<file path="src/rtl/mig7_arb_pkg.sv">
// Shared constants and types for the two-port MIG7 user-interface arbiter.
package mig7_arb_pkg;

  localparam logic [2:0] MIG_CMD_WRITE = 3'b000;
  localparam logic [2:0] MIG_CMD_READ  = 3'b001;

  typedef enum logic [0:0] {IDLE, ISSUE} arb_state_t;

  typedef logic [0:0] port_id_t;

  function automatic logic [1:0] port_onehot(port_id_t p);
    return p ? 2'b10 : 2'b01;
  endfunction

endpackage

</file>
<file path="src/rtl/mig7_arb_tag_fifo.sv">
// In-order FIFO of requester IDs for outstanding reads; DEPTH must be a power of 2.
module mig7_arb_tag_fifo
  import mig7_arb_pkg::*;
#(
  parameter int unsigned DEPTH = 32
) (
  input  logic                     clk,
  input  logic                     rst_n,
  input  logic                     push_i,
  input  port_id_t                 push_data_i,
  input  logic                     pop_i,
  output port_id_t                 head_o,
  output logic                     full_o,
  output logic                     empty_o,
  output logic [$clog2(DEPTH):0]   count_o
);

  localparam int unsigned AW = $clog2(DEPTH);

  port_id_t        mem_q [DEPTH];
  logic [AW-1:0]   wr_ptr_q, rd_ptr_q;
  logic [AW:0]     count_q;
  logic            do_push, do_pop;

  assign full_o  = (count_q == (AW+1)'(DEPTH));
  assign empty_o = (count_q == '0);
  assign count_o = count_q;
  assign head_o  = mem_q[rd_ptr_q];

  // A pop frees a slot in the same cycle, so push-while-full is fine when popping.
  assign do_pop  = pop_i & ~empty_o;
  assign do_push = push_i & (~full_o | do_pop);

  always_ff @(posedge clk or negedge rst_n) begin
    if (!rst_n) begin
      wr_ptr_q <= '0;
      rd_ptr_q <= '0;
      count_q  <= '0;
    end else begin
      if (do_push) wr_ptr_q <= wr_ptr_q + AW'(1);
      if (do_pop)  rd_ptr_q <= rd_ptr_q + AW'(1);
      if (do_push && !do_pop)      count_q <= count_q + (AW+1)'(1);
      else if (do_pop && !do_push) count_q <= count_q - (AW+1)'(1);
    end
  end

  always_ff @(posedge clk) begin
    if (do_push) mem_q[wr_ptr_q] <= push_data_i;
  end

endmodule

</file>
<file path="src/rtl/mig7_ui_arbiter.sv">
// Round-robin arbiter sharing one MIG7 app_* interface between two requesters.
// Optional statistics outputs are enabled with `define MIG7_ARB_STATS_EN.
module mig7_ui_arbiter
  import mig7_arb_pkg::*;
#(
  parameter int unsigned ADDR_W    = 28,
  parameter int unsigned DATA_W    = 128,
  parameter int unsigned MASK_W    = 16,
  parameter int unsigned TAG_DEPTH = 32
) (
  input  logic                        clk,
  input  logic                        rst_n,
  input  logic [1:0]                  req_valid_i,
  output logic [1:0]                  req_ready_o,
  input  logic [1:0]                  req_write_i,
  input  logic [1:0][ADDR_W-1:0]      req_addr_i,
  input  logic [1:0][DATA_W-1:0]      req_wdata_i,
  input  logic [1:0][MASK_W-1:0]      req_wmask_i,
  output logic [1:0]                  rsp_valid_o,
  output logic [DATA_W-1:0]           rsp_data_o,
  output logic [ADDR_W-1:0]           app_addr_o,
  output logic [2:0]                  app_cmd_o,
  output logic                        app_en_o,
  output logic [DATA_W-1:0]           app_wdf_data_o,
  output logic                        app_wdf_end_o,
  output logic [MASK_W-1:0]           app_wdf_mask_o,
  output logic                        app_wdf_wren_o,
  input  logic [DATA_W-1:0]           app_rd_data_i,
  input  logic                        app_rd_data_valid_i,
  input  logic                        app_rdy_i,
  input  logic                        app_wdf_rdy_i,
  output logic                        app_sr_req_o,
  output logic                        app_ref_req_o,
  output logic                        app_zq_req_o,
  input  logic                        init_calib_complete_i,
  output logic                        rd_orphan_o
`ifdef MIG7_ARB_STATS_EN
  ,
  output logic [1:0][31:0]            stat_grants_o,
  output logic [$clog2(TAG_DEPTH):0]  stat_max_outstanding_o
`endif
);

  arb_state_t                  state_q;
  port_id_t                    rr_q, gnt_q;
  logic                        app_en_q, wren_q;
  logic [ADDR_W-1:0]           addr_q;
  logic [2:0]                  cmd_q;
  logic [DATA_W-1:0]           wdata_q;
  logic [MASK_W-1:0]           wmask_q;
  logic [1:0]                  rsp_valid_q;
  logic [DATA_W-1:0]           rsp_data_q;
  logic                        orphan_q;

  logic [1:0]                  elig;
  port_id_t                    gnt_port;
  logic                        grant;
  logic                        cmd_done, wdf_done;
  logic                        tag_push, tag_pop, rsp_fire;
  logic                        tag_full, tag_empty;
  port_id_t                    tag_head;
  logic [$clog2(TAG_DEPTH):0]  tag_count;

  always_comb begin
    for (int i = 0; i < 2; i++) begin
      elig[i] = req_valid_i[i] & init_calib_complete_i & (req_write_i[i] | ~tag_full);
    end
    gnt_port    = elig[rr_q] ? rr_q : ~rr_q;
    grant       = (state_q == IDLE) & (|elig);
    req_ready_o = grant ? port_onehot(gnt_port) : 2'b00;
  end

  assign cmd_done = app_en_q & app_rdy_i;
  assign wdf_done = wren_q & app_wdf_rdy_i;
  assign tag_push = cmd_done & (cmd_q == MIG_CMD_READ);
  assign tag_pop  = app_rd_data_valid_i;
  assign rsp_fire = tag_pop & ~tag_empty;

  always_ff @(posedge clk or negedge rst_n) begin
    if (!rst_n) begin
      state_q  <= IDLE;
      rr_q     <= '0;
      gnt_q    <= '0;
      app_en_q <= 1'b0;
      wren_q   <= 1'b0;
      addr_q   <= '0;
      cmd_q    <= '0;
      wdata_q  <= '0;
      wmask_q  <= '0;
    end else begin
      unique case (state_q)
        IDLE: begin
          if (grant) begin
            state_q  <= ISSUE;
            gnt_q    <= gnt_port;
            rr_q     <= ~gnt_port;
            addr_q   <= req_addr_i[gnt_port];
            cmd_q    <= req_write_i[gnt_port] ? MIG_CMD_WRITE : MIG_CMD_READ;
            wdata_q  <= req_wdata_i[gnt_port];
            wmask_q  <= req_wmask_i[gnt_port];
            app_en_q <= 1'b1;
            wren_q   <= req_write_i[gnt_port];
          end
        end
        ISSUE: begin
          // Command and write-data handshakes retire independently.
          if (cmd_done) app_en_q <= 1'b0;
          if (wdf_done) wren_q   <= 1'b0;
          if ((cmd_done | ~app_en_q) & (wdf_done | ~wren_q)) state_q <= IDLE;
        end
        default: state_q <= IDLE;
      endcase
    end
  end

  always_ff @(posedge clk or negedge rst_n) begin
    if (!rst_n) begin
      rsp_valid_q <= '0;
      rsp_data_q  <= '0;
      orphan_q    <= 1'b0;
    end else begin
      rsp_valid_q <= rsp_fire ? port_onehot(tag_head) : 2'b00;
      if (rsp_fire)              rsp_data_q <= app_rd_data_i;
      if (tag_pop && tag_empty)  orphan_q   <= 1'b1;
    end
  end

  mig7_arb_tag_fifo #(
    .DEPTH (TAG_DEPTH)
  ) u_tag_fifo (
    .clk         (clk),
    .rst_n       (rst_n),
    .push_i      (tag_push),
    .push_data_i (gnt_q),
    .pop_i       (tag_pop),
    .head_o      (tag_head),
    .full_o      (tag_full),
    .empty_o     (tag_empty),
    .count_o     (tag_count)
  );

  assign app_addr_o     = addr_q;
  assign app_cmd_o      = cmd_q;
  assign app_en_o       = app_en_q;
  assign app_wdf_data_o = wdata_q;
  assign app_wdf_mask_o = wmask_q;
  assign app_wdf_wren_o = wren_q;
  assign app_wdf_end_o  = wren_q;
  assign rsp_valid_o    = rsp_valid_q;
  assign rsp_data_o     = rsp_data_q;
  assign rd_orphan_o    = orphan_q;
  assign app_sr_req_o   = 1'b0;
  assign app_ref_req_o  = 1'b0;
  assign app_zq_req_o   = 1'b0;

`ifdef MIG7_ARB_STATS_EN
  logic [1:0][31:0]            grants_q;
  logic [$clog2(TAG_DEPTH):0]  max_out_q;

  always_ff @(posedge clk or negedge rst_n) begin
    if (!rst_n) begin
      grants_q  <= '0;
      max_out_q <= '0;
    end else begin
      if (grant) grants_q[gnt_port] <= grants_q[gnt_port] + 32'd1;
      if (tag_count > max_out_q) max_out_q <= tag_count;
    end
  end

  assign stat_grants_o          = grants_q;
  assign stat_max_outstanding_o = max_out_q;
`else
  logic unused_tag_count;
  assign unused_tag_count = ^tag_count;
`endif

endmodule
</file>
<file path="config.mk">
export PLATFORM = sky130hd
export DESIGN_NAME = mig7_ui_arbiter
export DESIGN_NICKNAME = d
export VERILOG_FILES = /design/src/rtl/mig7_arb_pkg.sv /design/src/rtl/mig7_arb_tag_fifo.sv /design/src/rtl/mig7_ui_arbiter.sv
export SDC_FILE = /design/constraint.sdc
export NUM_CORES = 1
export LEC_CHECK = 0
export CAP_MARGIN = 30
export CORE_AREA = 2 2 314 316
export CTS_CLUSTER_SIZE = 16
export DETAILED_ROUTE_END_ITERATION = 8
export DIE_AREA = 0 0 316 318
export PLACE_DENSITY_LB_ADDON = 0.3
export SLEW_MARGIN = 10
export SYNTH_ARGS = -nofsm -noshare
export SYNTH_HDL_FRONTEND = slang
export SYNTH_HIERARCHICAL = 1
export SYNTH_SLANG_ARGS = --single-unit
</file>
<file path="constraint.sdc">
create_clock -name clk -period 2.78 [get_ports clk]
set_input_delay 0.556 -clock clk [delete_from_list [all_inputs] [get_ports clk]]
set_output_delay 0.556 -clock clk [all_outputs]
set_load 0.01 [all_outputs]
</file>
Yosys cells after proc, flatten, opt, wreduce, memory -nomap -nowiden. Memory sizes are Yosys's and may differ from the RTL's. Cells that the tools add are included.

Bits in writable memories: 32. Logic and storage cells: 90. Register bits: 327. Memories kept: 1. Output and inout port bits: 314. Bits of input ports: 482.

Memories: u_tag_fifo.mem_q (depth 32, width 1, read ports 1, clocked after memory_dff 0, wr ports 1, RTL line mig7_arb_tag_fifo.sv:20) `port_id_t mem_q [DEPTH];`.

Magnitude comparators: 2. Bitwise operators: 23. Reduce and logical (&&, ||, !) cells: 11. Equality and inequality tests: 5. Add/subtract/negate cells: 4. Muxes and demuxes: 29.

Operators with widths (number): 2-to-1 mux 128 bit (2); 2-to-1 mux 28 bit (2); 2-to-1 mux 16 bit (2); 2-to-1 mux 1 bit (14); 2-to-1 mux 6 bit (2); bitwise AND 1 bit (11); adder 5 x 1 -> 5 bit, second input constant (2); 2-to-1 mux 2 bit (4); inverter 1 bit (7); adder 6 x 1 -> 6 bit, second input constant (1); equality test 6 bit, second input constant (1); zero test 6 bit (1); case mux 1 bit (2 select lines) (3); AND reduction 2 bit (3); subtractor 6 x 1 -> 6 bit, second input constant (1); OR 1 bit (5); < comparator 1 x 2 -> 1 bit, second input constant (2); != test 2 x 1 -> 1 bit, second input constant (2); equality test 3 x 1 -> 1 bit, second input constant (1); logical AND 1 bit (3); zero test 1 bit (2); != test 2 bit, second input constant (1); nonzero test 2 bit (1); OR reduction 2 bit (1).

Depth between registers and ports, before layout. Gate-level depths: netlist of run 1.

Depth in word-level cells: 11. Mapped depth: 10. Gate-level depth less buffers: 10.

Cells and area by module. Netlist of run 1, hierarchy kept.

Modules (own cells, without submodules): mig7_ui_arbiter (seq. area each 7732.4 µm², times used 1, area each 13210.2 µm², cells each 931); mig7_arb_tag_fifo (seq. area each 1361.3 µm², times used 1, area each 2411.1 µm², cells each 199).

Least setup slack after synthesis of run 1. OpenSTA, ideal clock, no wires.

Path kind: flip-flop to output port. Start: register u_tag_fifo.count_q[1] (netlist: u_tag_fifo/count_o[1]). End: output req_ready_o[1]. Buffers on the path: 2. Data arrival time: 2303 ps. Data required time: 2224 ps. Setup slack: -79 ps. Cell stages (with the launch flop): 9. Cell sequence: dfrtp_1 -> or4_1 -> or2_2 -> nor2_1 -> inv_2 -> o2111a_1 -> buf_2 -> buf_2 -> nor3_1.

Word-level cells in the longest chain between the ends: 9. Elaborated cells between the ends (all ways): 13. Those cells by class: eq/ne (1); mux (5); bitwise (6); reduce/logical (1).

RTL lines: from (decl) (RTL line mig7_arb_tag_fifo.sv:22) `logic [AW:0] count_q;`; from (signal assigned) (RTL line mig7_arb_tag_fifo.sv:42) `if (do_push && !do_pop) count_q <= count_q + (AW+1)'(1);`; from (signal assigned) (RTL line mig7_arb_tag_fifo.sv:43) `else if (do_pop && !do_push) count_q <= count_q - (AW+1)'(1);`; equality test 6 bit (*) (RTL line mig7_arb_tag_fifo.sv:25) `assign full_o = (count_q == (AW+1)'(DEPTH));`; via tag_full (RTL line mig7_ui_arbiter.sv:60) `logic tag_full, tag_empty;`; inverter 1 bit (*) (RTL line mig7_ui_arbiter.sv:66) `elig[i] = req_valid_i[i] & init_calib_complete_i & (req_write_i[i] | ~tag_full);`; OR 1 bit (RTL line mig7_ui_arbiter.sv:66); bitwise AND 1 bit (RTL line mig7_ui_arbiter.sv:66); 2-to-1 mux 1 bit (not written as such) (2 in series) (RTL line mig7_ui_arbiter.sv:68) `gnt_port = elig[rr_q] ? rr_q : ~rr_q;`; 2-to-1 mux 1 bit (RTL line mig7_ui_arbiter.sv:68); 2-to-1 mux 2 bit (RTL line mig7_arb_pkg.sv:12) `return p ? 2'b10 : 2'b01;`; 2-to-1 mux 2 bit (*) (RTL line mig7_ui_arbiter.sv:70) `req_ready_o = grant ? port_onehot(gnt_port) : 2'b00;`; to (decl) (RTL line mig7_ui_arbiter.sv:14) `output logic [1:0] req_ready_o,`.

Mark *: on every way through the listed nets, which the timed path passes. The rest lies on a longest branch. The select of a mux whose other input is x is not followed.

Final worst setup path of run 1.
Start: register u_tag_fifo.count_q[1] (netlist: u_tag_fifo/count_o[1]). End: output req_ready_o[0].

Same word-level chain as after synthesis.

==> flow_summary.json, run 1 <==
{
  "drv_slew": 0,
  "violations": "setup timing",
  "top_usage_layer": "met2",
  "synthArstFlopShare_pct": 91.0,
  "fin_cells": 3296,
  "yosysTopAreaCellShare_pct": 52.1,
  "worstSetupStartpointType": "flop",
  "grt_max_degree": 159,
  "cp_num_buf_inv": 2,
  "p_int_mw": 16.9,
  "yosys_warnings": 6,
  "grt_setup_unrepaired": "yes",
  "syn_to_final_growth_pct": 79.8,
  "gp_congestion": 0.852,
  "ys_types": 54,
  "synth-seq-cells": 357,
  "met1_usage_pct": 17.5,
  "remaining_drc_errors": 0,
  "wl_mm": 79.0,
  "overflow": 0,
  "detail_route.wl_per_cell_um": 24.0,
  "setup_viol": 165,
  "num_rows": 115,
  "ys_seq_area_share_pct": 58.2,
  "switching_share_pct": 34.0,
  "hold_violations": 0,
  "met3_usage_pct": 5.91,
  "setup_ws_ns": -0.451,
  "h-tree-depth": 2,
  "start_util_pct": 16.0,
  "dpl.cell_count": 3167,
  "pwr_density_cell_nw_per_um2": 910,
  "fillers": 9892,
  "clkPwrFrac_pct": 24.4,
  "critical-path-top-delay-family": "simple AND/OR/NAND/NOR gates",
  "dieArea_um2": 100000,
  "syn_avg_cell_area_um2": 13.8,
  "drive_gt1_share_pct": 19.6,
  "io_pins": 796,
  "tightest_slew_ns": 1.18,
  "post-synth-top-count-cell": "dfrtp_1",
  "arrival_ns": 2.68,
  "critPathRequiredTime_ns": 2.22,
  "synthTopCellsByArea": "dfrtp_1 52%, a221o_1 11%, nor4b_1 9.6%",
  "p_comb_share_pct": 42.1,
  "antenna_found_initial": 23,
  "clk_latency_ns": 0.60,
  "leakage_nw": 10.7,
  "critical_path_class": "reg -> out",
  "synthCells": 1130,
  "drt-pass1-iter-count": 4,
  "fin_skew_ns": 0.0122,
  "cts.sinks": 357,
  "tritoncts": "yes",
  "clkSlewWorstSetupHoldPaths_ns": 0.06,
  "grt_pass1_vias": 15346,
  "p_sw_mw": 8.69,
  "clockBufferDepth": 3,
  "clock-root-buffer": "clkbuf_16",
  "numCtsBuffers": 45,
  "synth_flop_cell": "dfrtp_1",
  "post-route-min-period_ns": 3.23,
  "outcome": "finished, violations left",
  "cpPeakStageDelay_ns": 0.54,
  "max_freq_mhz": 309,
  "finalCritPeriodShare_pct": 116,
  "grtUsageTotal_pct": 15.1,
  "grt_pass1_wl_mm": 111,
  "dpl.hpwl_mm": 57.2,
  "nets": 2461,
  "port_buffers": 790,
  "grtUsageMet2_pct": 25.5,
  "syn-cell-area_um2": 15600,
  "yosys.area.top_type": "dfrtp_1",
  "routed_via_density": 4.34,
  "first_iter_violations": 930,
  "ant_nets": 0,
  "slew_headroom_pct": 21.1,
  "dieWidth_um": 316,
  "synth_common_cells": "325 x dfrtp_1, 174 x a221o_1, 172 x nor4b_1",
  "drv_cap": 0,
  "slowest_stage": "or4_4",
  "end_kind": "output pin",
  "vdd_drop_max_mv": 0.490,
  "tns_ns": -24.86,
  "critical_path.cell_chain": "or4_4, or2_4, nor2_4, buf_6, nand2b_4, a311oi_4, buf_2",
  "synth_edf_count": 32,
  "via_count": 14318,
  "worstHoldPathType": "in -> async",
  "seqPwrFrac_pct": 33.5,
  "die_y_um": 318,
  "crit_path_max_fanout": 2,
  "core_area_um2": 97400
}
power by group through the flow:
stage / sequential (mW) / clock [mW] / combinational (mW)
floorplan: 8.87 / 0 / 3.68
global placement: 8.58 / 0 / 9.98
detailed placement: 8.56 / 0 / 10.1
CTS: 8.57 / 6.43 / 10.7
global route: 8.80 / 6.65 / 11.5
finish: 8.56 / 6.23 / 10.8
cells in the final DEF, fill, tap and decap left out, types with 3 or more instances in the layout:
cell type	n
clkdlybuf4s50_1	787
nor4b_1	151
clkbuf_16	48
clkinvlp_4	3
buf_6	16
inv_6	3
bufinv_16	3
nand3_1	3
nand2_1	17
nor4b_2	21
conb_1	5
inv_16	3
o21ai_1	6
buf_12	22
o211ai_1	3
nor2_1	37
ha_4	4
nand2_4	5
mux2_2	131
clkbuf_1	4
xnor2_1	9
clkbuf_8	12
mux4_2	6
diode_2	8
edfxtp_1	32
nand4_1	5
clkinv_2	6
buf_8	13
inv_1	13
buf_16	15
ha_1	7
nand3b_1	4
dfrtp_1	324
a221o_1	174
mux2i_1	4
buf_4	55
a21oi_2	3
kinds of logic after synthesis:
| family | after synthesis | share of synthesized area [%] |
|---|---|---|
| xor gates and xnor gates | 11 | 0.617 |
| adders and majority gates | 12 | 1.01 |
| other | 1 | 0.0240 |
| and+or+nand+nor | 264 | 12.5 |
| AOI/OAI and AO/OA | 202 | 12.4 |
| muxes | 141 | 10.6 |
| DFF | 357 | 58.2 |
| buffers and inverters | 142 | 4.61 |
state kept, by name, summed over array words and instances (netlist names), 2 cells and up:
name	count
u_tag_fifo/mem_q	32
u_tag_fifo/rd_ptr_q	5
u_tag_fifo/wr_ptr_q	5
app_addr_o	28
rsp_valid_o	2
u_tag_fifo/count_o	6
app_wdf_data_o	128
app_wdf_mask_o	16
rsp_data_o	128
area by class of cell:
cell class,count,area (µm²),area share [%]
Clock inverter,19,235,0.838
Timing Repair Buffer,912,9580,34.1
Sequential cell,357,9100,32.4
Multi-Input combinational cell,635,6130,21.8
Tap cell,1287,1610,5.73
Clock buffer,62,1330,4.74
Inverter,16,75.1,0.267
Antenna cell,8,20.0,0.0713
metrics by stage:
stage | power, mW | utilization, % | setup WS [ns] | hold slack (ns) | instance area, µm²
after floorplan | 12.6 | - | 0.0320 | 0.260 | 15600
after global placement | 18.6 | 26.0 | -0.425 | 0.461 | 25400
after detailed placement | 18.6 | 26.0 | -0.451 | 0.461 | 25400
after CTS | 25.7 | 28.5 | -0.532 | 0.477 | 27700
after global routing | 26.9 | 28.8 | -0.585 | 0.495 | 28100
final | 25.6 | 28.8 | -0.451 | 0.476 | 28100
routing by layer:
layer | up-vias | share of wire [%] | routed length, µm
met1 | 7266 | 38 | 30300
met5 | - | 0.17 | 134
met2 | 740 | 48 | 38100
met4 | 20 | 2.7 | 2130
li1 | 6176 | - | -
met3 | 116 | 11 | 8320
final timing paths:
path	endpoint	start	cells past startpoint	slack, ns
worst max-delay path	req_ready_o[0]	u_tag_fifo/count_o[1]	7	-0.45
worst min-delay path	rsp_data_o[69]	rst_n	2	0.48
worst max register to register	u_tag_fifo/count_o[4]	u_tag_fifo/count_o[1]	14	-0.37
worst min register to register	rd_orphan_o	rd_orphan_o	1	0.48
max in group asynchronous	app_wdf_data_o[63]	rst_n	3	1.41
min in group clk	rd_orphan_o	rd_orphan_o	1	0.48
timing repair:
| item | in CTS | in global routing |
|---|---|---|
| endpoints found under the hold margin | 40 | 0 |
| cloned | 15 | 2 |
| endpoints found under the setup margin | 182 | 205 |
| pin swaps | 60 | 129 |
| buffers inserted | 18 | 9 |
| gates resized for setup | 77 | 64 |
| hold buffers | 1 | 0 |
No activity file was read; power rests on OpenSTA's default activity.
==> inputs of run 2 (changes only) <==
--- a/config.mk
+++ b/config.mk
@@ -7,6 +7,7 @@
 export LEC_CHECK = 0
 export CAP_MARGIN = 30
 export CORE_AREA = 2 2 314 316
+export CTS_CLUSTER_DIAMETER = 30
 export CTS_CLUSTER_SIZE = 16
 export DETAILED_ROUTE_END_ITERATION = 8
 export DIE_AREA = 0 0 316 318
==> flow_summary.json, run 2 (same netlist as run 1, synthesis figures left out) <==
{
  "drive_gt1_share_pct": 23.0,
  "clock-root-buffer": "clkbuf_16",
  "fin_cells": 3410,
  "drv_slew": 0,
  "max_freq_mhz": 304,
  "tns_ns": -31.54,
  "post-route-util_pct": 31.1,
  "vdd_drop_max_mv": 0.508,
  "setup_viol": 165,
  "dp_slack_ns": -0.451,
  "grt_max_degree": 159,
  "critical_path_class": "reg -> out",
  "fillers": 9731,
  "io_pins": 796,
  "first_iter_violations": 842,
  "detail_route.wl_per_cell_um": 23.6,
  "hold_violations": 0,
  "layout_commonest_cell": "clkdlybuf4s50_1",
  "setup_ws_ns": -0.510,
  "dpl.cell_count": 3167,
  "overflow": 0,
  "drv_cap": 0,
  "grtUsageTotal_pct": 15.3,
  "antenna_found_initial": 26,
  "clkSlewWorstSetupHoldPaths_ns": 0.04,
  "dpl.hpwl_mm": 57.2,
  "numCtsBuffers": 101,
  "grt_setup_unrepaired": "yes",
  "p_total_mw": 31.8,
  "critPathRequiredTime_ns": 2.22,
  "nets": 2518,
  "via_count": 14658,
  "dpl_cell_area_um2": 25400,
  "drt-pass1-iter-count": 5,
  "fin_area_um2": 30300,
  "dieArea_um2": 100000,
  "crit_path_max_fanout": 2,
  "violations": "setup timing",
  "start_util_pct": 16.0,
  "gp_congestion": 0.852,
  "grt_pass1_wl_mm": 112,
  "ant_nets": 0,
  "layout_common_cells": "787 x clkdlybuf4s50_1, 324 x dfrtp_1, 174 x a221o_1, 155 x nor4b_1, 131 x mux2_2",
  "worstHoldPathType": "in -> async",
  "h-tree-depth": 3,
  "arrival_ns": 2.73,
  "tritoncts": "yes",
  "syn_to_final_growth_pct": 93.7,
  "post-route-min-period_ns": 3.29,
  "cts.sinks": 357,
  "core_area_um2": 97400,
  "num_rows": 115,
  "tightest_slew_ns": 1.18,
  "routed_via_density": 4.30,
  "remaining_drc_errors": 0,
  "fin_skew_ns": 0.0365,
  "clockBufferDepth": 3,
  "dieWidth_um": 316,
  "clk_latency_ns": 0.65,
  "worstSetupStartpointType": "flop",
  "end_kind": "output pin",
  "holdWs_ns": 0.458,
  "die_y_um": 318,
  "port_buffers": 790,
  "finalCritPeriodShare_pct": 118,
  "wl_mm": 80.6,
  "outcome": "finished, violations left",
  "pwr_density_cell_nw_per_um2": 1050,
  "slew_headroom_pct": 21.2,
  "grt_pass1_vias": 15987,
  "reg2reg_slack_ns": -0.47,
  "leakage_nw": 11.7
}
## run 2: changes by cell type in the layout (fill, tap and decap cells not counted), moves of 5 or more
cell / previous run / this run
bufinv_16: 3 / 17
clkinvlp_4: 3 / 8
clkinv_4: 0 / 5
clkinv_2: 6 / 21
clkbuf_1: 4 / 13
clkbuf_16: 48 / 109
## run 2: timing repair
item | in CTS | in global routing
gates cloned | 14 | 5
hold buffers | 1 | 0
pin swaps | 51 | 126
endpoints found under the hold margin | 40 | 0
resized for setup | 75 | 68
endpoints found under the setup margin | 182 | 214
setup buffers | 18 | 9
## run 2: metal layers
layer | vias up | GRT usage (%) | wire length (µm) | part of all wire [%]
met5 | - | 0 | 116 | 0.14
met4 | 18 | 6.93 | 2910 | 3.6
met3 | 155 | 6.48 | 8590 | 11
met2 | 789 | 24.6 | 38000 | 47
met1 | 7361 | 17.6 | 31000 | 38
li1 | 6335 | - | - | -
## run 2: area by class of cell
cell class / count / area (µm²) / share of cell area (%)
sequential: 357 / 9100 / 30.1
clock inverter: 60 / 867 / 2.87
tap: 1287 / 1610 / 5.32
antenna: 12 / 30.0 / 0.0993
inverter: 16 / 67.6 / 0.223
timing repair buffer: 913 / 9640 / 31.9
multi-input combinational: 635 / 6110 / 20.2
clock buffer: 130 / 2830 / 9.35
## run 2: worst paths after layout
path	end	depth (start not counted)	start
worst max-delay path	req_ready_o[0]	7	u_tag_fifo/count_o[1]
min in group clk	rd_orphan_o	1	rd_orphan_o
worst min register to register	rd_orphan_o	1	rd_orphan_o
worst min-delay path	rsp_data_o[69]	2	rst_n
worst max register to register	u_tag_fifo/count_o[5]	14	u_tag_fifo/count_o[1]
max in group asynchronous	app_wdf_data_o[76]	3	rst_n
## run 2: power breakdown
part	internal (mW)	total [mW]	leakage, nW	switching, mW
logic	6.10	10.8	5.72	4.74
registers	7.12	8.58	4.21	1.47
clock network	8.73	12.4	1.79	3.69
## run 2: worst max-delay path, cell delays in order (launching register included)
cell      delay [ns]
dfrtp_1         0.38
or4_4           0.54
or2_4           0.26
nor2_4          0.12
buf_6           0.12
nand2b_4        0.06
a311oi_4        0.40
buf_2           0.21
==> variant 1: new RTL, flow settings as in run 1 <==
Set the parameter `DATA_W` to 64 (it was 128).
--- a/src/rtl/mig7_ui_arbiter.sv
+++ b/src/rtl/mig7_ui_arbiter.sv
@@ -4,7 +4,7 @@
   import mig7_arb_pkg::*;
 #(
   parameter int unsigned ADDR_W    = 28,
-  parameter int unsigned DATA_W    = 128,
+  parameter int unsigned DATA_W    = 64,
   parameter int unsigned MASK_W    = 16,
   parameter int unsigned TAG_DEPTH = 32
 ) (
Interface: changed (resized app_rd_data_i, app_wdf_data_o, req_wdata_i and rsp_data_o); port bits go from 796 to 476. No check against the original RTL was run, so the function may have changed too.
==> variant 1 against run 1 <==
The flow still finishes with violations (negative setup slack); fmax rose by 7.5%; highest routed layer unchanged; largest power group unchanged; total power down 36%; critical path type unchanged; cell area fell by 33%; via count fell by 38%; area after synthesis fell by 30%; largest cell class is now registers; setup slack improved by 230 ps; sequential cell count down 128; wire length down 44%.
==> variant 1: results (changes against run 1) <==
<table>
<tr><th>Metric</th><th>Value</th></tr>
<tr><th colspan="2">Timing</th></tr>
<tr><td>Setup Viol. Count Final</td><td>3 (-98%)</td></tr>
<tr><td>Final setup slack of the worst path</td><td>-224.6 ps (+226.5 ps)</td></tr>
<tr><td>Worst-Margin Slew</td><td>1101 ps (-82.48 ps)</td></tr>
<tr><td>Maximum clock skew at final layout</td><td>20.52 ps (+8.283 ps)</td></tr>
<tr><th colspan="2">Place</th></tr>
<tr><td>Cell area after placement</td><td>17410 sq um (-31%)</td></tr>
<tr><td>HPWL Detailed</td><td>31100 microns (-46%)</td></tr>
<tr><td>Count of input and output buffers</td><td>470 (-41%)</td></tr>
<tr><th colspan="2">Pwr</th></tr>
<tr><td>Leakage power</td><td>6.810 nW (-36%)</td></tr>
<tr><th colspan="2">Global routing</th></tr>
<tr><td>Met1 Usage GRT</td><td>0.09620 (-0.07920)</td></tr>
<tr><td>Global Route met3 Usage</td><td>0.02941 (-0.02967)</td></tr>
<tr><td>Global-route track usage on met2</td><td>0.1375 (-0.1170)</td></tr>
<tr><td>Wire length of the first global-routing pass</td><td>63470 microns (-43%)</td></tr>
<tr><td>Global routing usage summed across all routing layers</td><td>0.08217 (-0.06863)</td></tr>
<tr><td>Largest net degree at the start of global routing</td><td>112 (-30%)</td></tr>
<tr><td>Via count of the first global-routing pass</td><td>9783 (-36%)</td></tr>
<tr><th colspan="2">Routing</th></tr>
<tr><td>Iter 0 DRT Violations</td><td>360 (-61%)</td></tr>
<tr><td>Wirelength per Cell</td><td>17.20 microns (-28%)</td></tr>
<tr><td>Count of vias placed by the detailed router</td><td>8891 (-38%)</td></tr>
<tr><th colspan="2">Synth</th></tr>
<tr><td>Share of synthesized registers carrying an async set or reset</td><td>0.8603 (-0.05010)</td></tr>
<tr><td>Fraction of the yosys area taken by sequential cells</td><td>0.5400 (-0.04211)</td></tr>
<tr><td>Synth cell count leaders</td><td>dfrtp_1, a221o_1, nor4b_2, mux2_2, nor2_1</td></tr>
<tr><th colspan="2">Finish</th></tr>
<tr><td>Share of final-layout standard cells stronger than drive strength 1</td><td>0.2387 (+0.04232)</td></tr>
<tr><td>Nets</td><td>1566 (-36%)</td></tr>
<tr><th colspan="2">CTS</th></tr>
<tr><td>Number of CTS-inserted buffers</td><td>30 (-33%)</td></tr>
<tr><th colspan="2">Status</th></tr>
<tr><td>Result of the run</td><td>finished, violations left</td></tr>
<tr><td>Failing checks</td><td>negative setup slack</td></tr>
</table>
==> variant 1: logic make-up (layout without fill, tap and decap cells) <==
kind of cell	count (synthesis)	in the layout	share of synthesized area
flops	229	229	0.5400
simple gates	199	199	0.1793
compound gates	138	138	0.1191
buf+inv	101	615	0.05277
mux	77	77	0.08523
fa+ha+maj	12	12	0.01445
xor+xnor	11	11	0.008833
other cells	1	6	0.0003438
==> variant 1: path summary, 6_finish.rpt <==
check / slack (ps) / endpoint / depth (start not counted)
max: -220 / req_ready_o[1] / 7
min: 470 / rd_orphan_o$_DFFE_PN0P_ / 1
max reg2reg: -10 / u_tag_fifo/count_o[5]$_DFFE_PN0P_ / 9
min reg2reg: 470 / rd_orphan_o$_DFFE_PN0P_ / 1
max in group asynchronous: 1470 / app_addr_o[7]$_DFFE_PN0P_ / 3
min in group asynchronous: 540 / app_wdf_data_o[42]$_DFFE_PN0P_ / 2
==> variant 1: report_power, final <==
part           switching [W]  internal (W)
Clock                0.00159       0.00227
Sequential          0.000871       0.00460
Combinational        0.00309       0.00384
Total                0.00555        0.0107
==> variant 1: final cells by class <==
cell class,instances,area [sq um]
inverter,17,66.31
tap,1287,1610
clock inverter,6,83.83
fill,10536,78720
antenna,1,2.502
multi-input combinational,442,4554
timing repair buffer,544,5592
clock buffer,48,888.4
sequential,229,5894
==> variant 1: worst reg2reg max path, delay by kind of cell (launching register included) <==
| family | cells | cell delay [ps] |
|---|---|---|
| AO/OA/AOI/OAI | 2 | 550 |
| adder cells (fa/ha/maj) | 1 | 220 |
| buffers and inverters | 3 | 420 |
| flip-flops | 1 | 380 |
| AND/OR/NAND/NOR | 3 | 1110 |
==> variant 1: per-layer routing <==
| layer | up-vias | share of wire |
|---|---|---|
| met5 | - | 0.00059 |
| met4 | 4 | 0.032 |
| met3 | 71 | 0.092 |
| met2 | 362 | 0.47 |
| met1 | 4457 | 0.41 |
| li1 | 3997 | - |
==> variant 1: stage by stage <==
| stage | setup WS (ps) | setup TNS [ps] | util | hold slack [ps] | std cells |
|---|---|---|---|---|---|
| 6_report | -224.6 | -443.6 | 0.1919 | 467.8 | 2574 |
| 5_1_grt | -357.7 | -909.4 | 0.1919 | 483.8 | 2573 |
| 4_1_cts | -264.3 | -517.7 | 0.1892 | 468.4 | 2560 |
| 3_5_place_dp | -257.9 | -16240 | 0.1787 | 454.8 | 2503 |
| 3_3_place_gp | -298.3 | -19830 | 0.1784 | 447.8 | 2502 |
| 2_1_floorplan | 43.04 | 0 | - | 260.4 | 772 |
==> variant 1: timing repair <==
| action | in CTS | in global routing |
|---|---|---|
| gates resized for setup | 21 | 15 |
| setup endpoints to repair | 118 | 103 |
| cloned | 0 | 4 |
| pin swaps | 3 | 2 |
| endpoints found under the hold margin | 49 | 0 |
| hold buffers | 1 | 0 |
| setup buffers | 2 | 8 |
==> variant 2: new RTL, flow settings as in run 1 <==
Without the edit above. One comparison of `count_q` changes from == to >=.
--- a/src/rtl/mig7_arb_tag_fifo.sv
+++ b/src/rtl/mig7_arb_tag_fifo.sv
@@ -22,7 +22,7 @@
   logic [AW:0]     count_q;
   logic            do_push, do_pop;
 
-  assign full_o  = (count_q == (AW+1)'(DEPTH));
+  assign full_o  = (count_q >= (AW+1)'(DEPTH));
   assign empty_o = (count_q == '0);
   assign count_o = count_q;
   assign head_o  = mem_q[rd_ptr_q];
Function: same outputs for any inputs over 4 cycles, from zero or initial values and one cycle with rst_n low; that may be too few to reach the edited logic, so the function may still have changed.
==> variant 2 against run 1 <==
Clock power down 4.5%; count of clock-buffer cells in the layout grew 1; area after synthesis fell by 0.15%; via count down 3.2%; critical path depth up 3; setup slack improved by 550 ps; total power fell by 4.5%; cell area is 3.7% lower; wire length is 13% lower; sequential cell count unchanged; highest routed layer unchanged.
==> variant 2: results (changes against run 1) <==
<table>
<tr><th>Metric</th><th>Value</th></tr>
<tr><th colspan="2">Global routing</th></tr>
<tr><td>Via count of the first global-routing pass</td><td>14924 (-2.7%)</td></tr>
<tr><td>Global routing usage summed across all routing layers</td><td>0.1299 (-0.02088)</td></tr>
<tr><td>Met1 Usage GRT</td><td>0.1532 (-0.02217)</td></tr>
<tr><td>Global-route track usage on met2</td><td>0.2215 (-0.03297)</td></tr>
<tr><td>Global Route met3 Usage</td><td>0.04069 (-0.01839)</td></tr>
<tr><td>Antenna violations before repair</td><td>6 (-74%)</td></tr>
<tr><th colspan="2">Routing</th></tr>
<tr><td>Met3 routed WL</td><td>5948 microns (-29%)</td></tr>
<tr><td>Number of detailed-routing iterations run before antenna repair</td><td>5 (+1)</td></tr>
<tr><td>Via count normalized by instance count</td><td>4.252 (-2.1%)</td></tr>
<tr><td>Wirelength per Cell</td><td>20.98 microns (-12%)</td></tr>
<tr><td>Iter 0 DRT Violations</td><td>768 (-17%)</td></tr>
<tr><td>Routed wl met2</td><td>33210 microns (-13%)</td></tr>
<tr><td>Met1 wire length</td><td>26940 microns (-11%)</td></tr>
<tr><th colspan="2">Place</th></tr>
<tr><td>Global placement routability congestion</td><td>0.8408 (-1.3%)</td></tr>
<tr><td>HPWL Detailed</td><td>51620 microns (-9.7%)</td></tr>
<tr><td>Cell area after placement</td><td>25460 sq um (+0.37%)</td></tr>
<tr><th colspan="2">Timing</th></tr>
<tr><td>Maximum clock skew at final layout</td><td>13.53 ps (+1.301 ps)</td></tr>
<tr><th colspan="2">Synth</th></tr>
<tr><td>Post-synthesis average cell area</td><td>13.88 sq um (+0.38%)</td></tr>
<tr><td>Synth cell count leaders</td><td>dfrtp_1, a221o_1, nor4b_1, mux2_2, clkbuf_1</td></tr>
<tr><th colspan="2">Status</th></tr>
<tr><td>Result of the run</td><td>completed</td></tr>
<tr><th colspan="2">Setup path</th></tr>
<tr><td>Critical path class</td><td>register to register</td></tr>
<tr><td>Register-to-register path setup slack</td><td>100 ps (+470 ps)</td></tr>
<tr><td>Highest fanout seen on the critical path</td><td>5 (+3)</td></tr>
<tr><td>Worst setup path startpoint</td><td>u_tag_fifo/count_o[4]$_DFFE_PN0P_</td></tr>
<tr><th colspan="2">Finish</th></tr>
<tr><td>Number of inserted diodes</td><td>0 (-8)</td></tr>
<tr><td>Nets</td><td>2429 (-1.3%)</td></tr>
<tr><th colspan="2">CTS</th></tr>
<tr><td>Number of setup buffers added after CTS</td><td>0 (-18)</td></tr>
<tr><td>Post-cts resize count</td><td>2 (-97%)</td></tr>
<tr><th colspan="2">Pwr</th></tr>
<tr><td>Max IR drop VDD</td><td>0.3966 mV (-19%)</td></tr>
<tr><td>Leakage power</td><td>10.27 nW (-4.0%)</td></tr>
</table>
-- variant 2: changes by cell type in the layout (fill, tap and decap cells not counted), sizes merged, moves of 4 or more --
cell,run 1,this run
buf,122,99
nor2,38,34
inv,22,13
diode,8,0
clkinv,7,13
-- variant 2: logic make-up after synthesis --
logic type	share of synthesized area
AO/OA/AOI/OAI	0.1237
XOR/XNOR	0.007300
adder cells (fa/ha/maj)	0.009305
buffers and inverters	0.04588
flip-flops	0.5830
multiplexers	0.1056
other	0.0002404
AND/OR/NAND/NOR	0.1249
-- variant 2: power by group --
group,switching (W),total [W],internal (W),leakage (nW)
logic,0.00429,0.00995,0.00566,5.33
registers,0.00143,0.00849,0.00706,4.21
clock network,0.00238,0.00595,0.00357,0.733
total,0.00810,0.0244,0.0163,10.3
-- variant 2: area by class of cell --
class                      instances  area [sq um]
clock inverter                    20         230.2
timing repair buffer             887          8871
inverter                          12         45.04
sequential                       357          9097
multi-input combinational        633          5909
tap                             1287          1610
fill                            9982         70380
clock buffer                      63          1274
